File: src/rtl/lcd_pattern_gen.sv
// Test-pattern pixel source: counts x/y from incoming hs/vs/de and emits one of four patterns.
// Latency 2 cycles on rgb/hs/vs/de; no backpressure, one pixel per pixel_clk.
module lcd_pattern_gen #(
  parameter int H_ACT        = 800,
  parameter int V_ACT        = 480,
  parameter int SYNC_ACT_LOW = 1,
  parameter int BAR_W        = 100,
  parameter int CHK_LOG2     = 5,
  parameter int BOX_SIZE     = 64,
  parameter int BOX_STEP     = 2,
  parameter int AUTO_FRAMES  = 120
) (
  input  logic        pixel_clk,
  input  logic        rst,
  input  logic        hs_in,
  input  logic        vs_in,
  input  logic        de_in,
  input  logic [1:0]  mode_sel,
  input  logic        auto_en,
  output logic [23:0] rgb,
  output logic        hs,
  output logic        vs,
  output logic        de,
  output logic        frame_start
);

  localparam int   XW        = $clog2(H_ACT);
  localparam int   YW        = $clog2(V_ACT);
  localparam int   FW        = $clog2(AUTO_FRAMES);
  localparam int   BW        = $clog2(BAR_W);
  localparam int   BX_MAX    = H_ACT - BOX_SIZE;
  localparam int   BY_MAX    = V_ACT - BOX_SIZE;
  localparam logic SYNC_IDLE = (SYNC_ACT_LOW != 0);

  typedef enum logic [1:0] {PAT_BARS, PAT_CHECK, PAT_GRAD, PAT_BOX} pat_t;

  logic          vs_d, de_d, fs;
  logic [XW-1:0] x_cnt, x_s1;
  logic [YW-1:0] y_cnt, y_s1;
  logic [BW-1:0] bar_sub;
  logic [2:0]    bar_idx, bar_s1;
  logic [FW-1:0] fcnt;
  pat_t          mode, mode_s1;
  logic          frame_valid;
  logic [XW-1:0] bx, bx_show, bx_nxt;
  logic [YW-1:0] by, by_show, by_nxt;
  logic          bx_neg, by_neg, bx_flip, by_flip;
  logic          hs_s1, vs_s1, de_s1;
  logic [23:0]   colour;
  logic [XW:0]   bx_end;
  logic [YW:0]   by_end;
  logic          in_box;
  int            bx_sum, by_sum;

  assign fs = (vs_in ^ SYNC_IDLE) & ~(vs_d ^ SYNC_IDLE);

  // Next box position: clamp to the visible range and bounce on the limit.
  always_comb begin
    bx_sum  = bx_neg ? int'(bx) - BOX_STEP : int'(bx) + BOX_STEP;
    by_sum  = by_neg ? int'(by) - BOX_STEP : int'(by) + BOX_STEP;
    bx_nxt  = XW'(bx_sum);
    by_nxt  = YW'(by_sum);
    bx_flip = 1'b0;
    by_flip = 1'b0;
    if (bx_sum < 0) begin
      bx_nxt  = '0;
      bx_flip = 1'b1;
    end else if (bx_sum > BX_MAX) begin
      bx_nxt  = XW'(BX_MAX);
      bx_flip = 1'b1;
    end
    if (by_sum < 0) begin
      by_nxt  = '0;
      by_flip = 1'b1;
    end else if (by_sum > BY_MAX) begin
      by_nxt  = YW'(BY_MAX);
      by_flip = 1'b1;
    end
  end

  always_ff @(posedge pixel_clk or posedge rst) begin
    if (rst) begin
      vs_d        <= SYNC_IDLE;
      de_d        <= 1'b0;
      x_cnt       <= '0;
      y_cnt       <= '0;
      bar_sub     <= '0;
      bar_idx     <= '0;
      fcnt        <= '0;
      mode        <= PAT_BARS;
      frame_valid <= 1'b0;
      frame_start <= 1'b0;
      bx          <= '0;
      by          <= '0;
      bx_show     <= '0;
      by_show     <= '0;
      bx_neg      <= 1'b0;
      by_neg      <= 1'b0;
    end else begin
      vs_d        <= vs_in;
      de_d        <= de_in;
      frame_start <= fs;
      if (de_in) begin
        if (x_cnt != XW'(H_ACT - 1)) x_cnt <= x_cnt + 1'b1;
        if (bar_sub == BW'(BAR_W - 1)) begin
          bar_sub <= '0;
          if (bar_idx != 3'd7) bar_idx <= bar_idx + 1'b1;
        end else begin
          bar_sub <= bar_sub + 1'b1;
        end
      end else begin
        x_cnt   <= '0;
        bar_sub <= '0;
        bar_idx <= '0;
      end
      if (fs) y_cnt <= '0;
      else if (de_d && !de_in && y_cnt != YW'(V_ACT - 1)) y_cnt <= y_cnt + 1'b1;
      // The frame shows the position held at its start; the stored one moves on.
      if (fs) begin
        frame_valid <= 1'b1;
        bx_show     <= bx;
        by_show     <= by;
        bx          <= bx_nxt;
        by          <= by_nxt;
        bx_neg      <= bx_neg ^ bx_flip;
        by_neg      <= by_neg ^ by_flip;
        if (!auto_en) begin
          mode <= pat_t'(mode_sel);
          fcnt <= '0;
        end else if (fcnt == FW'(AUTO_FRAMES - 1)) begin
          fcnt <= '0;
          mode <= pat_t'(mode + 2'd1);
        end else begin
          fcnt <= fcnt + 1'b1;
        end
      end
    end
  end

  always_comb begin
    bx_end = {1'b0, bx_show} + (XW+1)'(BOX_SIZE);
    by_end = {1'b0, by_show} + (YW+1)'(BOX_SIZE);
    in_box = (x_s1 >= bx_show) && ({1'b0, x_s1} < bx_end) &&
             (y_s1 >= by_show) && ({1'b0, y_s1} < by_end);
    colour = 24'h000000;
    case (mode_s1)
      PAT_BARS: begin
        case (bar_s1)
          3'd0:    colour = 24'hFFFFFF;
          3'd1:    colour = 24'hFFFF00;
          3'd2:    colour = 24'h00FFFF;
          3'd3:    colour = 24'h00FF00;
          3'd4:    colour = 24'hFF00FF;
          3'd5:    colour = 24'hFF0000;
          3'd6:    colour = 24'h0000FF;
          default: colour = 24'h000000;
        endcase
      end
      PAT_CHECK: colour = (x_s1[CHK_LOG2] ^ y_s1[CHK_LOG2]) ? 24'h000000 : 24'hFFFFFF;
      PAT_GRAD:  colour = {3{x_s1[9:2]}};
      PAT_BOX:   colour = in_box ? 24'hFFFFFF : 24'h0000FF;
      default:   colour = 24'h000000;
    endcase
  end

  always_ff @(posedge pixel_clk or posedge rst) begin
    if (rst) begin
      x_s1    <= '0;
      y_s1    <= '0;
      bar_s1  <= '0;
      mode_s1 <= PAT_BARS;
      hs_s1   <= SYNC_IDLE;
      vs_s1   <= SYNC_IDLE;
      de_s1   <= 1'b0;
      hs      <= SYNC_IDLE;
      vs      <= SYNC_IDLE;
      de      <= 1'b0;
      rgb     <= '0;
    end else begin
      x_s1    <= x_cnt;
      y_s1    <= y_cnt;
      bar_s1  <= bar_idx;
      mode_s1 <= mode;
      hs_s1   <= hs_in;
      vs_s1   <= vs_in;
      de_s1   <= de_in;
      hs      <= hs_s1;
      vs      <= vs_s1;
      de      <= de_s1;
      rgb     <= (de_s1 && frame_valid) ? colour : 24'h000000;
    end
  end

endmodule
File: config.mk
export PLATFORM = sky130hd
export DESIGN_NAME = lcd_pattern_gen
export DESIGN_NICKNAME = d
export VERILOG_FILES = /design/src/rtl/lcd_pattern_gen.sv
export SDC_FILE = /design/constraint.sdc
export NUM_CORES = 1
export LEC_CHECK = 0
export CAP_MARGIN = 25
export CORE_AREA = 4 4 97 122
export CTS_BUF_LIST = sky130_fd_sc_hd__clkbuf_4 sky130_fd_sc_hd__clkbuf_8
export DETAILED_ROUTE_END_ITERATION = 8
export DIE_AREA = 0 0 101 126
export DONT_BUFFER_PORTS = 1
export GPL_TIMING_DRIVEN = 0
export PLACE_DENSITY = 0.74
export SYNTH_ARGS = -nofsm -noshare
export SYNTH_HDL_FRONTEND = slang
export SYNTH_SLANG_ARGS = --single-unit
File: constraint.sdc
create_clock -name pixel_clk -period 7.14 [get_ports pixel_clk]
set_clock_uncertainty 0.1 [all_clocks]
set_input_delay 2.142 -clock pixel_clk [delete_from_list [all_inputs] [get_ports pixel_clk]]
set_output_delay 2.142 -clock pixel_clk [all_outputs]
set_load 0.02 [all_outputs]
* After elaboration in Yosys (flattened, before gate mapping) *
Index checks and enable logic that the tools add are counted.

word-level totals
  output and inout port bits = 28
  register bits = 134
  word-level logic and storage cells = 108
  input bits = 8

cells by class
  bitwise operators = 5
  eq/ne operators = 18
  add/sub/neg operators = 12
  mux-type cells = 28
  reductions and logical operators = 12
  $lt $le $gt $ge = 8

operator list
  cell                                                                     number
  24-bit case mux with 7 select lines                                      1
  24-bit case mux with 4 select lines                                      1
  24-bit two-way mux                                                       3
  32-bit by 1-bit < comparator with 1-bit output (second input constant)   2
  32-bit two-way mux                                                       2
  10-bit two-way mux                                                       4
  9-bit two-way mux                                                        4
  32-bit by 10-bit > comparator with 1-bit output (second input constant)  1
  32-bit by 11-bit > comparator with 1-bit output (second input constant)  1
  7-bit two-way mux                                                        4
  7-bit by 1-bit adder with 7-bit output (second input constant)           2
  7-bit equality test (second input constant)                              2
  10-bit by 2-bit adder with 11-bit output (second input constant)         1
  10-bit by 7-bit adder with 11-bit output (second input constant)         1
  10-bit by 11-bit < comparator with 1-bit output                          1
  10-bit by 2-bit subtractor with 11-bit output (second input constant)    1
  10-bit by 1-bit adder with 10-bit output (second input constant)         1
  9-bit by 2-bit adder with 10-bit output (second input constant)          1
  9-bit by 7-bit adder with 10-bit output (second input constant)          1
  10-bit greater-or-equal comparator                                       1
  9-bit by 10-bit < comparator with 1-bit output                           1
  10-bit != test (second input constant)                                   1
  9-bit by 2-bit subtractor with 10-bit output (second input constant)     1
  9-bit by 1-bit adder with 9-bit output (second input constant)           1
  23 further kinds                                                         44

* Longest topological paths before layout *
  depth after elaboration = 8
  depth in mapped cells = 11
  gate-level depth less buffers = 10

* Least setup slack after synthesis *
Ideal clock, no wire load.

  path kind = input to register
  start point = in vs_in
  end point = reg bx_show[1]
  buffers on the path = 3
  stages = 7
  required time = 6909 ps
  arrival = 3219 ps
  path slack = 3690 ps
  setup time = 131 ps
  cells stage by stage = nand2b_1 clkbuf_1 clkinv_1 clkbuf_1 clkbuf_1 nand2_1 o21ai_0

on the way
  cells in the longest elaborated chain, start to end = 2

ends and longest elaborated chain
  item                             line  source
  start, declared                  16    input logic vs_in,
  1-bit inverter (no source line)  --
  1-bit bitwise AND                55    assign fs = (vs_in ^ SYNC_IDLE) & ~(vs_d ^ SYNC_IDLE);
  end signal, assigned             95    bx_show <= '0;
  end signal, assigned             121   bx_show <= bx;
  end, declared                    45    logic [XW-1:0] bx, bx_show, bx_nxt;

Every way passes these cells.
A chain may end at the register's enable or synchronous reset.

* Worst setup path in the final report *
Ends and elaborated chain as after synthesis.

==> impl_metrics.py <==
metrics = {
    "timing": {
        "rsz0062_at_grt": "false",
        "setup_viol": 0,
        "tightest_slew_ns": 0.793,
        "fmaxAchievable_mhz": 278,
        "timing.hold.ws_ns": 0.257,
        "fin_crit_ns": 3.60,
        "finalHoldViolCount": 0,
        "relSlewSlack": 0.463,
        "slew_viol_final": 0,
        "tns_ns": 0,
        "finalCritPeriodShare": 0.504,
    },
    "drt": {
        "avgRoutedWirePerCell_um": 15.9,
        "drtIter0Drc": 240,
        "finalWirelength_um": 12800,
        "vias": 4732,
        "drtPass1Iterations": 5,
        "drtAntennaViolNets": 0,
        "via_per_inst": 5.92,
        "post-route-drc-count": 0,
    },
    "worst_setup_path": {
        "critPathRequiredTime_ns": 7.33,
        "cp_max_fo": 10,
        "cp-end-kind": "register",
        "critPathLaunchType": "primary input",
        "worstSetupPathType": "primary input to register",
        "worstPathArrival_ns": 3.79,
    },
    "power": {
        "finalPower_mw": 1.77,
        "ir_drop_v": 0.000151,
        "p_leak_nw": 3.17,
        "p_per_area_nw_per_um2": 253,
    },
    "synth": {
        "syn_area_per_cell_um2": 10.1,
        "synth_nets": 679,
        "yosysUniqueCellTypes": 66,
        "ys_ff_latch": 128,
        "syn_inst": 635,
        "async_flop_share": 1.00,
        "synth_edf_count": 0,
        "yosysSeqAreaShare": 0.502,
        "ys.flop_type": "dfrtp_1",
        "syn_area_um2": 6380,
        "yosysWarningCount": 0,
    },
    "final_layout": {
        "num_antenna_cells": 0,
        "final_nets": 699,
        "fin_util": 0.660,
        "area_growth_syn_to_layout_pct": 9.19,
        "stdcell_area_um2": 6970,
        "drive_gt1_frac": 0.105,
    },
    "clock_network": {
        "cts_setup_buffers": 0,
        "cts_root_buffer": "clkbuf_8",
        "holdBufCountCts": 0,
        "cts.clk_slew.worst_paths_ns": 0.08,
        "clkLatencyLatePin_ns": 0.43,
        "htreeDepth": 4,
        "cts_sinks": 128,
        "cts_buffers": 17,
        "clockBufferDepth": 2,
        "cts_tree": "built",
        "cts_resized": 0,
    },
    "global_route": {
        "grt_max_degree": 76,
        "grt_use_total": 0.214,
        "grt_pass1_wl_um": 22300,
        "grt_pass1_vias": 4609,
        "antenna_found_initial": 0,
        "grt_overflow": 0,
    },
    "placement": {
        "dp_hpwl_um": 9190,
        "numPortBuffers": 0,
        "place_area_um2": 6580,
        "finalWeightedCongestion": 0.864,
    },
    "floorplanning": {
        "core_area_um2": 10600,
        "num_io_pins": 36,
        "die_h_um": 126,
        "num_rows": 42,
        "fp.dieW_um": 101,
        "start_util": 0.604,
        "dieArea_um2": 12700,
    },
    "worst_hold_path": {
        "hold_class": "register to register",
    },
    "outcome": {
        "outcome": "complete, no violations",
    },
    "job": {
        "maxCapViolations": 0,
    },
}
-- cell usage in the layout, fill, tap and decap left out, types with 14 or more instances in the layout --
master and instances:
a21oi_1 34, a31oi_1 23, clkbuf_1 17, clkbuf_8 19, dfrtp_1 124, ha_1 36, inv_1 37, nand2_1 55
nand3_1 21, nor2_1 52, nor3_1 14, o21ai_0 48, xnor2_1 15, xor2_1 21
-- power breakdown --
group	switching (mW)	total, mW	leakage [nW]	internal (mW)
clock network	0.328	0.598	0.198	0.270
registers	0.0795	0.876	1.68	0.797
logic	0.178	0.291	1.28	0.113
-- stage by stage --
step | cells | setup WS [ns]
final | 800 | 3.54
after CTS | 800 | 3.53
after global routing | 800 | 3.38
after floorplan | 635 | 1.49
after detailed placement | 768 | 3.07
after global placement | 767 | 0.355
-- cells in the mapped netlist, types with 6 or more instances --
cell type	number	area [um2]
xnor2_1	15	131
inv_1	38	143
ha_1	36	450
nand3_1	21	105
nor2_1	52	195
and3_1	6	37.5
nand2b_1	11	68.8
a31oi_1	23	144
nand4_1	10	62.6
o21ai_0	48	240
or3_1	8	50.1
dfrtp_1	124	3100
clkbuf_1	17	63.8
mux2i_1	10	100
xor2_1	21	184
a21oi_1	34	170
nor3_1	14	70.1
nand2_1	55	206
-- sequential cells by signal, summed over array words and instances, names as in the netlist, 7 cells and up --
| signal | cells |
|---|---|
| x_s1 | 9 |
| x_cnt | 10 |
| fcnt | 7 |
| bx_show | 9 |
| y_s1 | 8 |
| bar_sub | 7 |
| by | 8 |
| y_cnt | 9 |
| bx | 9 |
| rgb | 24 |
| by_show | 8 |
-- cell type report --
cell class                 instances  area [um2]
fill                             833        3590
sequential                       128        3210
multi-input combinational        439        2880
clock buffer                      18         248
tap                              132         165
inverter                          40         155
buffer                            28         144
clock inverter                    14         141
timing repair buffer               1        27.5
-- final timing paths --
check / from / endpoint / depth (start not counted) / slack, ns
max in group asynchronous: rst / vs_s1 / 2 / 4.70
min reg2reg: hs_s1 / hs / 0 / 0.26
max reg2reg: bx_show[6] / rgb[13] / 11 / 4.21
min in group asynchronous: rst / bar_sub[5] / 1 / 1.50
max: vs_in / bx_show[1] / 7 / 3.54
min: hs_s1 / hs / 0 / 0.26
-- critical path, cell delays in order --
cell	delay [ns]
nand2b_1	0.07
clkbuf_1	0.35
clkinv_1	0.34
clkbuf_1	0.36
clkbuf_1	0.30
nand2_1	0.13
o21ai_0	0.08
-- per-layer routing --
metal,GRT usage,vias up,wire length (um)
met5,0,-,0
met4,0.0642,0,208
met3,0.0415,17,448
met2,0.353,105,6510
met1,0.288,2320,5580
li1,-,2290,-
-- cells by family (layout without fill, tap and decap cells) --
kind of cell / Yosys count / after routing / share of synthesized area
buffers and inverters: 68 / 101 / 0.0460
AO/OA/AOI/OAI: 148 / 148 / 0.146
multiplexers: 11 / 11 / 0.0180
flip-flops: 128 / 128 / 0.502
adder cells (fa/ha/maj): 36 / 36 / 0.0705
XOR/XNOR: 36 / 36 / 0.0494
AND/OR/NAND/NOR: 208 / 208 / 0.168
No activity file was read; power rests on OpenSTA's default activity.
